### src/rtl/qsys_pio_pkg.sv
// Shared definitions for the Qsys PIO blocks: register word addresses and
// edge-capture type encodings.
package qsys_pio_pkg;

  localparam logic [1:0] PIO_ADDR_DATA = 2'd0;
  localparam logic [1:0] PIO_ADDR_NONE = 2'd1;
  localparam logic [1:0] PIO_ADDR_MASK = 2'd2;
  localparam logic [1:0] PIO_ADDR_EDGE = 2'd3;

  localparam int PIO_EDGE_RISE = 0;
  localparam int PIO_EDGE_FALL = 1;
  localparam int PIO_EDGE_ANY  = 2;

  // Picks the edge events that count for a given edge type; unknown types fall back to rising.
  function automatic logic [31:0] pio_edge_sel(input logic [31:0] rise,
                                               input logic [31:0] fall,
                                               input int          edge_type);
    logic [31:0] sel;
    case (edge_type)
      PIO_EDGE_RISE: sel = rise;
      PIO_EDGE_FALL: sel = fall;
      PIO_EDGE_ANY:  sel = rise | fall;
      default:       sel = rise;
    endcase
    return sel;
  endfunction

endpackage

### src/rtl/pio_in_sync.sv
// Multi-stage synchronizer for the asynchronous PIO input bus.
module pio_in_sync #(
  parameter int WIDTH  = 4,
  parameter int STAGES = 2
) (
  input  logic             clk,
  input  logic             reset,
  input  logic [WIDTH-1:0] d,
  output logic [WIDTH-1:0] q
);

  logic [STAGES-1:0][WIDTH-1:0] sync_q;
  logic [STAGES-1:0][WIDTH-1:0] sync_d;

  // Shift the raw input one stage deeper each clock.
  always_comb begin
    sync_d = {sync_q[STAGES-2:0], d};
  end

  // Synchronizer flops.
  always_ff @(posedge clk or posedge reset) begin
    if (reset) begin
      sync_q <= '0;
    end else begin
      sync_q <= sync_d;
    end
  end

  assign q = sync_q[STAGES-1];

endmodule

### src/rtl/qsys_pio_edge_in.sv
// Avalon-MM input PIO: synchronized data register, sticky edge capture with
// write-1-to-clear, and a maskable level interrupt.
module qsys_pio_edge_in
  import qsys_pio_pkg::*;
#(
  parameter int WIDTH       = 4,
  parameter int SYNC_STAGES = 2,
  parameter int EDGE_TYPE   = 0
) (
  input  logic             clk,
  input  logic             reset,
  input  logic [1:0]       address,
  input  logic             chipselect,
  input  logic             write_n,
  input  logic [31:0]      writedata,
  output logic [31:0]      readdata,
  input  logic [WIDTH-1:0] in_port,
  output logic             irq
);

  localparam int ARM_MAX = SYNC_STAGES + 1;
  localparam int ARM_W   = $clog2(ARM_MAX + 1);

  logic [WIDTH-1:0] sync_s;
  logic [WIDTH-1:0] prev_q, prev_d;
  logic [WIDTH-1:0] irq_mask_q, irq_mask_d;
  logic [WIDTH-1:0] edge_capture_q, edge_capture_d;
  logic [ARM_W-1:0] arm_q, arm_d;
  logic             armed_s;
  logic             wr_en_s;
  logic [WIDTH-1:0] clr_s;
  logic [WIDTH-1:0] edge_s;
  logic [31:0]      edge_all_s;
  logic [WIDTH-1:0] rd_sel_s;
  logic             unused_s;

  pio_in_sync #(
    .WIDTH  (WIDTH),
    .STAGES (SYNC_STAGES)
  ) u_sync (
    .clk   (clk),
    .reset (reset),
    .d     (in_port),
    .q     (sync_s)
  );

  assign wr_en_s  = chipselect & ~write_n;
  assign armed_s  = (arm_q == ARM_W'(ARM_MAX));
  assign unused_s = ^{writedata, edge_all_s};

  // Next-state for arm counter, delay flop, mask and sticky capture.
  always_comb begin
    arm_d          = arm_q;
    prev_d         = sync_s;
    irq_mask_d     = irq_mask_q;
    clr_s          = '0;
    edge_all_s     = pio_edge_sel(32'(sync_s & ~prev_q), 32'(~sync_s & prev_q), EDGE_TYPE);
    edge_s         = '0;
    // Detection stays off until the synchronizer and delay flop hold real input data.
    if (!armed_s) begin
      arm_d = arm_q + ARM_W'(1);
    end else begin
      edge_s = edge_all_s[WIDTH-1:0];
    end
    if (wr_en_s && (address == PIO_ADDR_MASK)) begin
      irq_mask_d = writedata[WIDTH-1:0];
    end else begin
      irq_mask_d = irq_mask_q;
    end
    if (wr_en_s && (address == PIO_ADDR_EDGE)) begin
      clr_s = writedata[WIDTH-1:0];
    end else begin
      clr_s = '0;
    end
    edge_capture_d = edge_s | (edge_capture_q & ~clr_s);
  end

  // Register state.
  always_ff @(posedge clk or posedge reset) begin
    if (reset) begin
      arm_q          <= '0;
      prev_q         <= '0;
      irq_mask_q     <= '0;
      edge_capture_q <= '0;
    end else begin
      arm_q          <= arm_d;
      prev_q         <= prev_d;
      irq_mask_q     <= irq_mask_d;
      edge_capture_q <= edge_capture_d;
    end
  end

  // Zero-latency read mux, zero-extended to the bus width.
  always_comb begin
    case (address)
      PIO_ADDR_DATA: rd_sel_s = sync_s;
      PIO_ADDR_MASK: rd_sel_s = irq_mask_q;
      PIO_ADDR_EDGE: rd_sel_s = edge_capture_q;
      default:       rd_sel_s = '0;
    endcase
    readdata              = 32'd0;
    readdata[WIDTH-1:0]   = rd_sel_s;
  end

  assign irq = |(edge_capture_q & irq_mask_q);

endmodule

### config.mk
export PLATFORM = sky130hd
export DESIGN_NAME = qsys_pio_edge_in
export DESIGN_NICKNAME = d
export VERILOG_FILES = /design/src/rtl/qsys_pio_pkg.sv /design/src/rtl/pio_in_sync.sv /design/src/rtl/qsys_pio_edge_in.sv
export SDC_FILE = /design/constraint.sdc
export NUM_CORES = 1
export LEC_CHECK = 0
export CAP_MARGIN = 10
export CELL_PAD_IN_SITES_DETAIL_PLACEMENT = 0
export CELL_PAD_IN_SITES_GLOBAL_PLACEMENT = 2
export CORE_MARGIN = 3
export CORE_UTILIZATION = 18
export CTS_CLUSTER_SIZE = 25
export DETAILED_ROUTE_END_ITERATION = 12
export GPL_TIMING_DRIVEN = 0
export PLACE_DENSITY_LB_ADDON = 0.1
export SETUP_SLACK_MARGIN = 0.05
export SLEW_MARGIN = 20
export SYNTH_ARGS = -nofsm -noshare
export SYNTH_HDL_FRONTEND = slang
export SYNTH_SLANG_ARGS = --single-unit
### constraint.sdc
create_clock -name clk -period 1.2 [get_ports clk]
set_clock_uncertainty 0.15 [all_clocks]
set_input_delay 0.24 -clock clk [delete_from_list [all_inputs] [get_ports clk]]
set_output_delay 0.24 -clock clk [all_outputs]
set_load 0.02 [all_outputs]
==> run_results.csv <==
group,metric,value,unit
cts,cts_sinks,22,
global_route,antenna_found_initial,0,
worst_hold_path,worst_hold_path_type,"in -> async",
setup_path,crit_slowest_cell,"dfrtp_1",
global_route,grt_pass1_wl,3670,um
detailed_routing,vias,736,
global_route,grt_pass1_vias,733,
detailed_routing,routedWlPerCell,10.2,um
flow_run,cap_violations,0,
detailed_routing,ant_nets,0,
cts,clk_latency,260,ps
power,power,2.03,mW
detailed_routing,routed-wl-met3,151,um
setup_path,path_max_fanout,2,
cells_and_area,fin_nets,195,
cells_and_area,final_cells,223,
synth,synth_seq_cells,22,
synth,synth_cell_types,19,
cells_and_area,drive_gt1_frac,0.450,
sta,rsz0062_at_grt,"yes",
power,powerDensity,1190,nW/um2
setup_path,worstSetupStartpointType,"flop",
sta,finalSetupViolations,9,
synth,yosysSeqAreaShare,0.500,
setup_path,critPathRequiredTime,810,ps
sta,finalWorstSetupSlack,-491,ps
die,die_x,84.2,um
die,dieArea,7090,um2
die,die_h,84.2,um
die,initial_core_util,0.193,
die,row_count,27,
detailed_routing,first_pass_iters,3,
power,cellLeakagePower,0.849,nW
cts,cts_hold_buf,0,
cts,cts_inserted_buffers,3,
die,num_io_pins,75,
die,coreArea,5710,um2
global_route,grt_overflow_total,0,
global_route,grt_util_all_layers,0.0659,
setup_path,crit_path_cell_trace,"mux2_4 -> a22o_4 -> buf_6",
setup_path,max_stage_delay,390,ps
place,hpwlAfterDp,1680,um
synth,synth_cells,90,
cts,clk_path_buf_depth,2,
sta,max_freq,591,MHz
power,ir_drop,0.000665,V
detailed_routing,vias_per_cell,3.30,
setup_path,crit_type,"reg -> out",
cells_and_area,syn2layout_area_growth,54.4,%
place,placed_cells,206,
setup_path,cp-end-kind,"output port",
place,portBuffers,17,
sta,worst_hold_slack,195,ps
detailed_routing,wirelength,2290,um
cells_and_area,layout_commonest_cell,"buf_4",
place,gp_congestion,0.685,
sta,slew_viol_final,0,
cts,path_clk_slew,80,ps
sta,final_hold_viol_count,0,
cells_and_area,most-common-layout-cells,"38 x buf_4, 28 x conb_1, 22 x dfrtp_1",
sta,fin_setup_tns,-2620,ps
detailed_routing,drt-met1-wl,989,um
cts,root_buffer,"clkbuf_8",
detailed_routing,highest_layer,"met4",
synth,synth_area,1100,um2
sta,layout_min_cycle_time,1690,ps
synth,avgSynthCellArea,12.2,um2
detailed_routing,dr_wl_met2,1130,um
cells_and_area,antenna_cells,0,
cts,htree_levels,1,
outcome,failed_checks,"negative setup slack",
synth,ys.warnings.count,0,
detailed_routing,drtIter0Drc,5,
cts,cts_tree,"built",
setup_path,crit_arrival,1300,ps
sta,fin_crit_sh,1.41,
global_route,grt_max_degree,23,
detailed_routing,post-route-drc-count,0,
cells_and_area,nFillCells,598,
outcome,outcome,"finished, violations left",
## where the power goes
part | internal [mW] | total [mW] | switching, mW
Clock | 0.445 | 0.687 | 0.242
Combinational | 0.286 | 0.514 | 0.228
Sequential | 0.794 | 0.825 | 0.0304
## registers in the layout, summed over array words and instances, names as in the netlist
signal / flops
arm_q: 2
edge_capture_q: 4
u_sync.sync_d: 4
prev_q: 4
u_sync.q: 4
irq_mask_q: 4
## synth_stat cells (all sizes together)
cell type	number	share of area
dfrtp	22	0.50
o211ai	4	0.027
mux2	9	0.11
a22oi	2	0.014
nand2b	4	0.023
a22o	4	0.032
nand3b	4	0.027
inv	5	0.017
conb	1	0.0034
buf	29	0.20
nor2	1	0.0034
nand2	1	0.0034
xnor2	1	0.0080
and4b	1	0.0091
ha	1	0.011
and4bb	1	0.015
## metal layers
layer,up-vias,track usage
li1,371,-
met3,2,0.0265
met1,335,0.0789
met2,28,0.112
met4,0,0.0132
met5,-,0
## per-stage QoR
| stage | worst slack (ps) | util | cell area, um2 |
|---|---|---|---|
| 6_report | -491 | 0.298 | 1700 |
| 5_1_grt | -533 | 0.298 | 1700 |
| 2_1_floorplan | -93.4 | - | 1230 |
| 4_1_cts | -502 | 0.292 | 1670 |
| 3_3_place_gp | -1150 | 0.261 | 1490 |
| 3_5_place_dp | -1130 | 0.261 | 1490 |
## cell families (layout without fill, tap and decap cells)
group,Yosys count,after routing,share of synthesized area
xor+xnor,1,1,0.00796
other cells,1,28,0.00341
fa+ha+maj,1,1,0.0114
flops,22,22,0.500
buf+inv,34,68,0.218
simple gates,12,12,0.0807
mux,9,9,0.106
compound gates,10,10,0.0727
## critical path, delay by kind of cell (launching register included)
kind	cells	cell delay (ps)
muxes	1	280
AOI/OAI and AO/OA	1	240
DFF	1	390
buffers and inverters	1	130
## area by class of cell
class	instances	area [um2]	area share
Inverter	5	22.5	0.0132
Clock inverter	1	30.0	0.0177
Tap cell	72	90.1	0.0530
Sequential cell	22	551	0.324
Clock buffer	3	41.3	0.0243
Buffer	29	225	0.132
Timing Repair Buffer	30	275	0.162
Multi-Input combinational cell	61	465	0.274
## repair_timing
| item | in CTS | in global routing |
|---|---|---|
| gates resized for setup | 39 | 2 |
| pin swaps | 3 | 2 |
| setup endpoints to repair | 36 | 15 |
| buffers inserted | 11 | 3 |
## worst paths after layout
| kind | startpoint | endpoint | slack, ps | depth (start not counted) |
|---|---|---|---|---|
| setup / recovery | irq_mask_q[3]$_DFFE_PP0P_ | readdata[3] | -490 | 3 |
| hold / removal | reset | irq_mask_q[1]$_DFFE_PP0P_ | 190 | 2 |
| setup reg to reg | arm_q[0]$_DFFE_PP0N_ | arm_q[1]$_DFFE_PP0N_ | 30 | 2 |
| hold reg to reg | u_sync.sync_d[6]$_DFF_PP0_ | u_sync.q[2]$_DFF_PP0_ | 190 | 0 |
| max in group asynchronous | reset | prev_q[2]$_DFF_PP0_ | 420 | 2 |
| min in group clk | u_sync.sync_d[6]$_DFF_PP0_ | u_sync.q[2]$_DFF_PP0_ | 200 | 0 |
Note: power is estimated with default switching activity, not from simulation.
